===== config.mk =====
export PLATFORM = sky130hd
export DESIGN_NAME = mips_main_fsm
export DESIGN_NICKNAME = d
export VERILOG_FILES = /design/src/rtl/mips_main_fsm.sv
export SDC_FILE = /design/constraint.sdc
export NUM_CORES = 1
export LEC_CHECK = 0
export CAP_MARGIN = 20
export CORE_MARGIN = 1.5
export CORE_UTILIZATION = 49
export DETAILED_ROUTE_END_ITERATION = 8
export PLACE_DENSITY = 0.82
export SYNTH_ARGS = -nofsm -noshare
export SYNTH_HDL_FRONTEND = slang
export SYNTH_SLANG_ARGS = --single-unit

===== constraint.sdc =====
create_clock -name clk -period 3.8 [get_ports clk]
set_clock_uncertainty 0.2 [all_clocks]
set_input_delay 0.57 -clock clk [delete_from_list [all_inputs] [get_ports clk]]
set_output_delay 0.57 -clock clk [all_outputs]
set_load 0.01 [all_outputs]

===== src/rtl/mips_main_fsm.sv =====
// Main control FSM for the multicycle MIPS32 datapath: sequences fetch/decode/execute/memory/writeback
// and drives every datapath enable and mux. Define MIPS_FSM_BNE_EN to add bne support on the branch path.
module mips_main_fsm (
    input  logic       clk,
    input  logic       reset,
    input  logic [5:0] opcode,
    input  logic       zero,
    input  logic       mem_ready,
    output logic       pc_en,
    output logic       iord,
    output logic       mem_write,
    output logic       ir_write,
    output logic       reg_dst,
    output logic       mem_to_reg,
    output logic       reg_write,
    output logic       alu_src_a,
    output logic [1:0] alu_src_b,
    output logic [1:0] alu_op,
    output logic [1:0] pc_src,
    output logic       illegal_op,
    output logic [3:0] state
);

    typedef enum logic [3:0] {
        FETCH  = 4'd0,
        DECODE = 4'd1,
        MEMADR = 4'd2,
        MEMRD  = 4'd3,
        MEMWB  = 4'd4,
        MEMWR  = 4'd5,
        EXEC   = 4'd6,
        ALUWB  = 4'd7,
        BRANCH = 4'd8,
        ADDIEX = 4'd9,
        ADDIWB = 4'd10,
        JUMP   = 4'd11
    } state_t;

    typedef struct packed {
        logic       fetch;
        logic       pc_write;
        logic       branch;
        logic       iord;
        logic       mem_write;
        logic       reg_dst;
        logic       mem_to_reg;
        logic       reg_write;
        logic       alu_src_a;
        logic [1:0] alu_src_b;
        logic [1:0] alu_op;
        logic [1:0] pc_src;
    } ctrl_t;

    localparam logic [5:0] OP_RTYPE = 6'b000000;
    localparam logic [5:0] OP_J     = 6'b000010;
    localparam logic [5:0] OP_BEQ   = 6'b000100;
    localparam logic [5:0] OP_BNE   = 6'b000101;
    localparam logic [5:0] OP_ADDI  = 6'b001000;
    localparam logic [5:0] OP_LW    = 6'b100011;
    localparam logic [5:0] OP_SW    = 6'b101011;

    state_t state_q;
    state_t state_d;
    ctrl_t  ctrl_q;
    logic   illegal;

    // Moore control word for a state; unlisted fields and unused codes stay 0.
    function automatic ctrl_t state_ctrl(input state_t s);
        ctrl_t c;
        c = '0;
        case (s)
            FETCH: begin
                c.fetch     = 1'b1;
                c.alu_src_b = 2'b01;
            end
            DECODE:  c.alu_src_b = 2'b11;
            MEMADR: begin
                c.alu_src_a = 1'b1;
                c.alu_src_b = 2'b10;
            end
            MEMRD:   c.iord = 1'b1;
            MEMWB: begin
                c.mem_to_reg = 1'b1;
                c.reg_write  = 1'b1;
            end
            MEMWR: begin
                c.iord      = 1'b1;
                c.mem_write = 1'b1;
            end
            EXEC: begin
                c.alu_src_a = 1'b1;
                c.alu_op    = 2'b10;
            end
            ALUWB: begin
                c.reg_dst   = 1'b1;
                c.reg_write = 1'b1;
            end
            BRANCH: begin
                c.alu_src_a = 1'b1;
                c.alu_op    = 2'b01;
                c.pc_src    = 2'b01;
                c.branch    = 1'b1;
            end
            ADDIEX: begin
                c.alu_src_a = 1'b1;
                c.alu_src_b = 2'b10;
            end
            ADDIWB:  c.reg_write = 1'b1;
            JUMP: begin
                c.pc_src   = 2'b10;
                c.pc_write = 1'b1;
            end
            default: c = '0;
        endcase
        return c;
    endfunction

    always_comb begin
        // NOTE: every always_comb output gets a default first so no path can infer a latch.
        state_d = state_q;
        illegal = 1'b0;
        case (state_q)
            FETCH:  if (mem_ready) state_d = DECODE;
            DECODE: begin
                case (opcode)
                    OP_LW, OP_SW: state_d = MEMADR;
                    OP_RTYPE:     state_d = EXEC;
                    OP_BEQ:       state_d = BRANCH;
`ifdef MIPS_FSM_BNE_EN
                    OP_BNE:       state_d = BRANCH;
`endif
                    OP_ADDI:      state_d = ADDIEX;
                    OP_J:         state_d = JUMP;
                    default: begin
                        state_d = FETCH;
                        illegal = 1'b1;
                    end
                endcase
            end
            MEMADR: state_d = (opcode == OP_SW) ? MEMWR : MEMRD;
            MEMRD:  if (mem_ready) state_d = MEMWB;
            MEMWR:  if (mem_ready) state_d = FETCH;
            EXEC:   state_d = ALUWB;
            ADDIEX: state_d = ADDIWB;
            MEMWB, ALUWB, ADDIWB, BRANCH, JUMP: state_d = FETCH;
            default: state_d = FETCH;
        endcase
    end

`ifdef MIPS_FSM_BNE_EN
    logic branch_ne_q;
`endif

    // Control word is registered from the next state so it always lines up with state_q.
    always_ff @(posedge clk or posedge reset) begin
        // NOTE: sequential state uses non-blocking assignments so every register samples pre-edge values.
        if (reset) begin
            state_q <= FETCH;
            ctrl_q  <= state_ctrl(FETCH);
`ifdef MIPS_FSM_BNE_EN
            branch_ne_q <= 1'b0;
`endif
        end else begin
            state_q <= state_d;
            ctrl_q  <= state_ctrl(state_d);
`ifdef MIPS_FSM_BNE_EN
            if (state_q == DECODE) branch_ne_q <= (opcode == OP_BNE);
`endif
        end
    end

    logic branch_taken;
`ifdef MIPS_FSM_BNE_EN
    assign branch_taken = ctrl_q.branch & (branch_ne_q ? ~zero : zero);
`else
    assign branch_taken = ctrl_q.branch & zero;
`endif

    // FETCH write strobes wait on memory and are held off while reset is asserted.
    assign ir_write   = ctrl_q.fetch & mem_ready & ~reset;
    assign pc_en      = ctrl_q.pc_write | ir_write | branch_taken;
    assign iord       = ctrl_q.iord;
    assign mem_write  = ctrl_q.mem_write;
    assign reg_dst    = ctrl_q.reg_dst;
    assign mem_to_reg = ctrl_q.mem_to_reg;
    assign reg_write  = ctrl_q.reg_write;
    assign alu_src_a  = ctrl_q.alu_src_a;
    assign alu_src_b  = ctrl_q.alu_src_b;
    assign alu_op     = ctrl_q.alu_op;
    assign pc_src     = ctrl_q.pc_src;
    assign illegal_op = illegal;
    assign state      = state_q;

endmodule


==> report_table.html, run 1 <==
<table>
<tr><th>Metric</th><th>Value</th></tr>
<tr><th colspan="2">STA</th></tr>
<tr><td>Final setup vio count</td><td>0</td></tr>
<tr><td>Measured slew at the worst slew-check pin</td><td>0.458 ns</td></tr>
<tr><td>Final worst setup slack</td><td>0.796 ns</td></tr>
<tr><td>Period utilisation layout</td><td>0.791</td></tr>
<tr><td>Upper clock frequency limit</td><td>333 MHz</td></tr>
<tr><td>Final-report hold violation count</td><td>0</td></tr>
<tr><td>Setup total negative slack</td><td>0 ns</td></tr>
<tr><td>Crit path time final</td><td>3.00 ns</td></tr>
<tr><td>Max-slew violations</td><td>0</td></tr>
<tr><td>Max-slew headroom at the worst pin</td><td>0.693</td></tr>
<tr><td>Unrepaired setup endpoints after global routing</td><td>false</td></tr>
<tr><th colspan="2">Routing</th></tr>
<tr><td>Total length of routed wires</td><td>2040 microns</td></tr>
<tr><td># DRC</td><td>0</td></tr>
<tr><td>Vias</td><td>755</td></tr>
<tr><td>Wirelength per Cell</td><td>14.1 microns</td></tr>
<tr><td>DRC violation total after the first TritonRoute iteration</td><td>4</td></tr>
<tr><td>Vias per inst</td><td>5.24</td></tr>
<tr><td>Detailed Routing Iterations Pass 1</td><td>2</td></tr>
<tr><td>ANT nets after route</td><td>0</td></tr>
<tr><th colspan="2">Clock tree</th></tr>
<tr><td>Root buffer selected by CTS</td><td>clkbuf_4</td></tr>
<tr><td>Sink Count</td><td>17</td></tr>
<tr><td>Post-CTS Setup Bufs</td><td>0</td></tr>
<tr><td>TritonCTS clock tree</td><td>yes</td></tr>
<tr><td>Clock latency on the worst-skew pair</td><td>0.28 ns</td></tr>
<tr><td>Count of cells resized by post-cts repair</td><td>0</td></tr>
<tr><td>Clock-pin transition on the worst setup and hold timing paths</td><td>0.09 ns</td></tr>
<tr><td>Number of buffers inserted for hold repair after clock tree synthesis</td><td>0</td></tr>
<tr><td>Worst-case clock buffer depth</td><td>2</td></tr>
<tr><td>CTS HTree Levels</td><td>1</td></tr>
<tr><td>Clock buffers created by TritonCTS</td><td>3</td></tr>
<tr><th colspan="2">Worst setup path</th></tr>
<tr><td>Type of the setup path with the least slack</td><td>in -&gt; out</td></tr>
<tr><td>Depth of the most critical reg-to-reg path</td><td>5</td></tr>
<tr><td>Worst endpoint required time</td><td>3.03 ns</td></tr>
<tr><td>Biggest fanout along the worst timing path</td><td>7</td></tr>
<tr><td>Critical path launch point type</td><td>primary input</td></tr>
<tr><td>WP data arrival</td><td>2.23 ns</td></tr>
<tr><td>Capturing element type of the critical path</td><td>output port</td></tr>
<tr><th colspan="2">GRT</th></tr>
<tr><td>Antenna violations before repair</td><td>0</td></tr>
<tr><td>Combined global-route utilization of all metal layers</td><td>0.194</td></tr>
<tr><td>Grt met3 use</td><td>0.0566</td></tr>
<tr><td>Pin count of the biggest net entering global routing</td><td>18</td></tr>
<tr><td>Busiest layer in global routing</td><td>met2</td></tr>
<tr><td>Global-route congestion overflow total</td><td>0</td></tr>
<tr><td>First-pass GRT wire length</td><td>3120 microns</td></tr>
<tr><td>Met2 GRT Util</td><td>0.307</td></tr>
<tr><td>Via count of the first global-routing pass</td><td>719</td></tr>
<tr><td>Met1 Resource Use GR</td><td>0.266</td></tr>
<tr><th colspan="2">Synth</th></tr>
<tr><td>Synth area leaders</td><td>dfrtp_1 38%, dfstp_2 5.3%, buf_4 4.6%</td></tr>
<tr><td>Sequential element share of the synthesized area</td><td>0.434</td></tr>
<tr><td>Number of instances in the synthesized netlist</td><td>94</td></tr>
<tr><td>Count leader, synth</td><td>dfrtp_1</td></tr>
<tr><td>Most area-hungry cell type in the Yosys netlist</td><td>dfrtp_1</td></tr>
<tr><td>Synthesized flop and latch total</td><td>17</td></tr>
<tr><td>Per-instance average area after synthesis</td><td>10.5 sq um</td></tr>
<tr><td>Count of distinct cell types in the synthesized netlist</td><td>40</td></tr>
<tr><td>Area share of the leading cell type in the synthesized netlist</td><td>0.381</td></tr>
<tr><td>Number of enable-type register cells in the synthesized netlist</td><td>0</td></tr>
<tr><td>Share of synthesized registers carrying an async set or reset</td><td>1.00</td></tr>
<tr><td>Syn Std Cell Area</td><td>986 sq um</td></tr>
<tr><td>Post-synthesis net count</td><td>104</td></tr>
<tr><td>Flip-flop cell with the highest count after synthesis</td><td>dfrtp_1</td></tr>
<tr><td>Commonest cells post-synth</td><td>15 x dfrtp_1, 8 x nor2_1, 6 x buf_4</td></tr>
<tr><td>Yosys warnings</td><td>0</td></tr>
<tr><th colspan="2">Placement</th></tr>
<tr><td>Worst slack at placement</td><td>0.810 ns</td></tr>
<tr><td>Post-DP HPWL</td><td>1530 microns</td></tr>
<tr><td>Final GP Congestion</td><td>0.770</td></tr>
<tr><td>Area after detailed placement</td><td>0.00123 sq mm</td></tr>
<tr><td>Count of input and output buffers</td><td>28</td></tr>
<tr><th colspan="2">Power and ir drop</th></tr>
<tr><td>Worst vdd ir</td><td>459 uV</td></tr>
<tr><td>Static leakage</td><td>0.553 nW</td></tr>
<tr><td>Power density over the cells</td><td>559 mW/mm^2</td></tr>
<tr><th colspan="2">Worst hold path</th></tr>
<tr><td>Tightest Hold Check Type</td><td>in -&gt; async</td></tr>
<tr><th colspan="2">Floorplan</th></tr>
<tr><td>Chip Height</td><td>47.9 microns</td></tr>
<tr><td>Std-Cell Core Area</td><td>0.00192 sq mm</td></tr>
<tr><td>Area of the die</td><td>0.00229 sq mm</td></tr>
<tr><td>Die W</td><td>47.9 microns</td></tr>
<tr><td>Starting utilization of the core area</td><td>0.513</td></tr>
<tr><td>Row Count</td><td>16</td></tr>
<tr><td># IOs</td><td>29</td></tr>
<tr><th colspan="2">Final layout</th></tr>
<tr><td>Fraction of layout instances using a drive strength above 1</td><td>0.162</td></tr>
<tr><td>Cell area after layout</td><td>0.00126 sq mm</td></tr>
<tr><td>Area grow syn2layout</td><td>27.4%</td></tr>
<tr><td>Layout Nets</td><td>128</td></tr>
<tr><td>Antenna diode count</td><td>0</td></tr>
<tr><td>Number of flip-flops in the largest register</td><td>4</td></tr>
<tr><th colspan="2">Job</th></tr>
<tr><td># Max-Cap Violations</td><td>0</td></tr>
<tr><th colspan="2">Status</th></tr>
<tr><td>Status</td><td>finished, final reports clean</td></tr>
</table>
path summary, 6_finish.rpt:
kind                       slack (ns)                     end          startpoint
setup / recovery                 0.80              illegal_op           opcode[3]
hold / removal                   0.42      state[1]$_DFF_PP0_               reset
setup reg to reg                 1.76     reg_write$_DFF_PP0_  state[1]$_DFF_PP0_
hold reg to reg                  0.53    mem_to_reg$_DFF_PP0_  state[0]$_DFF_PP0_
max in group asynchronous        2.73  alu_src_b[0]$_DFF_PP1_               reset
min in group clk                 0.53    mem_to_reg$_DFF_PP0_  state[0]$_DFF_PP0_
final cells by class:
type / instances / area [sq um]
Inverter: 5 / 18.8
Sequential cell: 17 / 428
Multi-Input combinational cell: 62 / 462
Fill cell: 166 / 666
Clock buffer: 4 / 26.3
Timing Repair Buffer: 29 / 288
Tap cell: 27 / 33.8
stage by stage:
stage	utilization	total power, mW	hold slack, ns	std cells
global route	0.654	0.753	0.451	144
finish	0.654	0.702	0.422	144
floorplan	-	0.500	0.300	94
detailed placement	0.640	0.615	0.509	140
global placement	0.640	0.606	0.495	140
CTS	0.654	0.707	0.421	144
cells in the final DEF, fill, tap and decap left out, types with 2 or more instances in the layout:
cell,instances
nor2_1,8
xor2_1,2
o21ai_0,2
dfstp_2,2
nor2b_1,3
nand3b_1,2
o211a_1,2
a21o_1,2
clkbuf_4,3
o21ai_2,2
nand2_1,4
dfrtp_1,15
nand3_1,3
nor3_1,5
clkdlybuf4s50_1,28
and3_4,2
nand2b_1,4
inv_1,5
critical path, cell delays in order:
cell             delay [ns]
clkdlybuf4s50_1        0.56
xor2_1                 0.21
o211a_1                0.24
nor2_1                 0.11
clkdlybuf4s50_1        0.54
where the power goes:
part	switching (mW)	total, mW	internal, mW
registers	0.0446	0.272	0.228
logic	0.162	0.340	0.179
clock network	0.0492	0.0899	0.0408
total	0.255	0.702	0.447
kinds of logic (layout without fill, tap and decap cells):
| family | after synthesis | in the layout | synth area share |
|---|---|---|---|
| AND/OR/NAND/NOR | 41 | 41 | 0.263 |
| AO/OA/AOI/OAI | 19 | 19 | 0.188 |
| flip-flops | 17 | 17 | 0.434 |
| buffers and inverters | 15 | 38 | 0.0977 |
| XOR/XNOR | 2 | 2 | 0.0178 |
layer usage:
metal	share of wire	wire, microns	vias up
li1	-	-	377
met1	0.44	889	363
met2	0.53	1070	13
met3	0.032	65	2
met4	0.0044	9	0
met5	0	0	-
No activity file was read; power rests on OpenSTA's default activity.
==> run 2, diff against run 1 <==
--- a/config.mk
+++ b/config.mk
@@ -7,9 +7,9 @@
 export LEC_CHECK = 0
 export CAP_MARGIN = 20
 export CORE_MARGIN = 1.5
-export CORE_UTILIZATION = 49
+export CORE_UTILIZATION = 46
 export DETAILED_ROUTE_END_ITERATION = 8
-export PLACE_DENSITY = 0.82
+export PLACE_DENSITY = 0.78
 export SYNTH_ARGS = -nofsm -noshare
 export SYNTH_HDL_FRONTEND = slang
 export SYNTH_SLANG_ARGS = --single-unit
==> constraint.sdc (replaced) <==
create_clock -name clk -period 3 [get_ports clk]
set_clock_uncertainty 0.2 [all_clocks]
set_input_delay 0.45 -clock clk [delete_from_list [all_inputs] [get_ports clk]]
set_output_delay 0.45 -clock clk [all_outputs]
set_load 0.01 [all_outputs]
==> run 2 against run 1 <==
Net effect: non-clock buffer count stayed put; largest cell class unchanged; sequential share of layout area is 0.10 points lower; first-iteration DRC count grew to 3.0 times the previous value; via count is 0.53% higher; flip-flop and latch count stayed put; design area is 0.30% higher; register-to-register slack worse by 0.77 ns; critical path depth is 1 higher; sequential power is 26% higher; die area is 6.1% higher; highest routed layer is now met3; power is 28% higher.
==> report_table.html, run 2 (synthesis gave the netlist of run 1 again) <==
<table>
<tr><th>Metric</th><th>Value</th></tr>
<tr><th colspan="2">Routing</th></tr>
<tr><td>Vias</td><td>759 (was 755)</td></tr>
<tr><td>Wirelength per Cell</td><td>13.1 microns (was 14.1 microns)</td></tr>
<tr><td>Detailed Routing Iterations Pass 1</td><td>4 (was 2)</td></tr>
<tr><td># DRC</td><td>0 (unchanged)</td></tr>
<tr><td>DRC violation total after the first TritonRoute iteration</td><td>12 (was 4)</td></tr>
<tr><td>Vias per inst</td><td>5.27 (was 5.24)</td></tr>
<tr><td>Total length of routed wires</td><td>1890 microns (was 2040 microns)</td></tr>
<tr><td>ANT nets after route</td><td>0 (unchanged)</td></tr>
<tr><th colspan="2">Final layout</th></tr>
<tr><td>Fraction of layout instances using a drive strength above 1</td><td>0.171 (was 0.162)</td></tr>
<tr><td>Number of flip-flops in the largest register</td><td>4 (unchanged)</td></tr>
<tr><td>Highest-count cells in the layout ignoring fill and taps</td><td>28 x clkdlybuf4s50_1, 15 x dfrtp_1, 8 x nor2_1, 5 x nor3_1, 5 x inv_1 (unchanged)</td></tr>
<tr><td>Area grow syn2layout</td><td>27.8% (was 27.4%)</td></tr>
<tr><td>Most common cell after layout, fill and taps aside</td><td>clkdlybuf4s50_1 (unchanged)</td></tr>
<tr><td>Antenna diode count</td><td>0 (unchanged)</td></tr>
<tr><td>Util after Layout</td><td>0.636 (was 0.654)</td></tr>
<tr><td>Layout Nets</td><td>128 (unchanged)</td></tr>
<tr><td>Post-layout instance count excluding filler cells</td><td>144 (unchanged)</td></tr>
<tr><th colspan="2">Job</th></tr>
<tr><td># Max-Cap Violations</td><td>0 (unchanged)</td></tr>
<tr><th colspan="2">Placement</th></tr>
<tr><td>Number of placed instances, taps included</td><td>140 (unchanged)</td></tr>
<tr><td>Count of input and output buffers</td><td>28 (unchanged)</td></tr>
<tr><td>Worst slack at placement</td><td>0.276 ns (was 0.810 ns)</td></tr>
<tr><td>Final GP Congestion</td><td>0.801 (was 0.770)</td></tr>
<tr><td>Post-DP HPWL</td><td>1410 microns (was 1530 microns)</td></tr>
<tr><th colspan="2">STA</th></tr>
<tr><td>Max-slew headroom at the worst pin</td><td>0.693 (about the same)</td></tr>
<tr><td>Upper clock frequency limit</td><td>367 MHz</td></tr>
<tr><td>Setup total negative slack</td><td>0 ns (unchanged)</td></tr>
<tr><td>Period utilisation layout</td><td>0.909</td></tr>
<tr><td>Max-slew violations</td><td>0 (unchanged)</td></tr>
<tr><td>Final worst setup slack</td><td>0.273 ns (was 0.796 ns)</td></tr>
<tr><td>Measured slew at the worst slew-check pin</td><td>0.458 ns (about the same)</td></tr>
<tr><td>Final-report hold violation count</td><td>0 (unchanged)</td></tr>
<tr><td>Final setup vio count</td><td>0 (unchanged)</td></tr>
<tr><td>Crit path time final</td><td>2.73 ns</td></tr>
<tr><td>Unrepaired setup endpoints after global routing</td><td>false (unchanged)</td></tr>
<tr><th colspan="2">Power and ir drop</th></tr>
<tr><td>Clk pwr share</td><td>0.142 (was 0.128)</td></tr>
<tr><td>Seq pwr share</td><td>0.380 (was 0.387)</td></tr>
<tr><td>P_sw</td><td>0.336 mW (was 0.255 mW)</td></tr>
<tr><td>Power density over the cells</td><td>715 mW/mm^2 (was 559 mW/mm^2)</td></tr>
<tr><td>Worst vdd ir</td><td>511 uV (was 459 uV)</td></tr>
<tr><td>Combinational power share</td><td>0.478 (was 0.484)</td></tr>
<tr><td>Total Power</td><td>0.901 mW (was 0.702 mW)</td></tr>
<tr><td>Power Internal</td><td>0.565 mW (was 0.447 mW)</td></tr>
<tr><td>Net Sw Frac</td><td>0.373 (was 0.364)</td></tr>
<tr><td>Static leakage</td><td>0.552 nW (was 0.553 nW)</td></tr>
<tr><th colspan="2">GRT</th></tr>
<tr><td>Via count of the first global-routing pass</td><td>686 (was 719)</td></tr>
<tr><td>Pin count of the biggest net entering global routing</td><td>18 (unchanged)</td></tr>
<tr><td>Combined global-route utilization of all metal layers</td><td>0.168 (was 0.194)</td></tr>
<tr><td>Global-route congestion overflow total</td><td>0 (unchanged)</td></tr>
<tr><td>First-pass GRT wire length</td><td>3170 microns (was 3120 microns)</td></tr>
<tr><td>Antenna violations before repair</td><td>0 (unchanged)</td></tr>
<tr><th colspan="2">Worst setup path</th></tr>
<tr><td>Biggest fanout along the worst timing path</td><td>7 (unchanged)</td></tr>
<tr><td>Type of the setup path with the least slack</td><td>in -&gt; out (unchanged)</td></tr>
<tr><td>Worst endpoint required time</td><td>2.35 ns (was 3.03 ns)</td></tr>
<tr><td>WP data arrival</td><td>2.08 ns (was 2.23 ns)</td></tr>
<tr><td>Critical path launch point type</td><td>primary input (unchanged)</td></tr>
<tr><td>Capturing element type of the critical path</td><td>output port (unchanged)</td></tr>
<tr><th colspan="2">Worst hold path</th></tr>
<tr><td>Tightest Hold Check Type</td><td>in -&gt; async (unchanged)</td></tr>
<tr><th colspan="2">Floorplan</th></tr>
<tr><td>Starting utilization of the core area</td><td>0.497 (was 0.513)</td></tr>
<tr><td>Chip Height</td><td>49.3 microns (was 47.9 microns)</td></tr>
<tr><td>Row Count</td><td>16 (unchanged)</td></tr>
<tr><td># IOs</td><td>29 (unchanged)</td></tr>
<tr><td>Die W</td><td>49.3 microns (was 47.9 microns)</td></tr>
<tr><td>Std-Cell Core Area</td><td>0.00198 sq mm (was 0.00192 sq mm)</td></tr>
<tr><td>Area of the die</td><td>0.00243 sq mm (was 0.00229 sq mm)</td></tr>
<tr><th colspan="2">Clock tree</th></tr>
<tr><td>Number of buffers inserted for hold repair after clock tree synthesis</td><td>0 (unchanged)</td></tr>
<tr><td>Post-CTS Setup Bufs</td><td>0 (unchanged)</td></tr>
<tr><td>TritonCTS clock tree</td><td>yes (unchanged)</td></tr>
<tr><td>Sink Count</td><td>17 (unchanged)</td></tr>
<tr><td>Clock buffers created by TritonCTS</td><td>3 (unchanged)</td></tr>
<tr><td>Worst-case clock buffer depth</td><td>2 (unchanged)</td></tr>
<tr><td>Clock-pin transition on the worst setup and hold timing paths</td><td>0.11 ns (was 0.09 ns)</td></tr>
<tr><td>Root buffer selected by CTS</td><td>clkbuf_4 (unchanged)</td></tr>
<tr><td>CTS HTree Levels</td><td>1 (unchanged)</td></tr>
<tr><td>Count of cells resized by post-cts repair</td><td>0 (unchanged)</td></tr>
<tr><td>Clock latency on the worst-skew pair</td><td>0.30 ns (was 0.28 ns)</td></tr>
<tr><th colspan="2">Status</th></tr>
<tr><td>Status</td><td>finished, final reports clean (unchanged)</td></tr>
</table>
run 2: cell types whose count changed in the layout (fill, tap and decap cells not counted), sizes merged:
cell / change
clkbuf: -1
clkinvlp: +1
run 2: worst paths after layout:
kind	from	end	slack [ns]	cells past startpoint
max	opcode[3]	illegal_op	0.27	6
min	reset	ctrl_q[13]$_DFF_PP0_	0.26	3
max reg2reg	state[3]$_DFF_PP0_	reg_write$_DFF_PP0_	0.99	5
min reg2reg	state[0]$_DFF_PP0_	mem_to_reg$_DFF_PP0_	0.54	1
max in group asynchronous	reset	ctrl_q[14]$_DFF_PP1_	2.07	3
min in group clk	state[0]$_DFF_PP0_	mem_to_reg$_DFF_PP0_	0.54	1
run 2: area by class of cell:
type,count,area (sq um)
fill,159,722
multi-input combinational,62,462
sequential,17,428
timing repair buffer,29,288
tap,27,33.8
clock buffer,3,22.5
inverter,5,18.8
clock inverter,1,7.51
run 2: metal layers:
metal / vias up / routed length [microns] / global-route usage
li1: 380 / - / -
met1: 359 / 910 / 0.227
met2: 20 / 896 / 0.266
met3: 0 / 81 / 0.0521
met4: 0 / 0 / 0.0286
met5: - / 0 / 0
run 2: per-stage QoR:
step / hold slack (ns) / instance area (sq um)
global placement: 0.489 / 1230
CTS: 0.265 / 1260
global route: 0.297 / 1260
detailed placement: 0.496 / 1230
floorplan: 0.180 / 986
finish: 0.260 / 1260
run 2: power by group through the flow:
stage          Clock [mW]  Sequential [mW]  Combinational [mW]
6_report            0.128            0.343               0.431
5_1_grt             0.138            0.352               0.467
4_1_cts             0.131            0.343               0.434
3_5_place_dp            0            0.347               0.432
3_3_place_gp            0            0.344               0.424
2_1_floorplan           0            0.334               0.299
run 2: worst max-delay path, cell delays in order:
cell             delay (ns)
clkdlybuf4s50_1        0.54
nor4_1                 0.37
o21ai_0                0.12
nand2_1                0.09
nor2_1                 0.04
clkdlybuf4s50_1        0.47
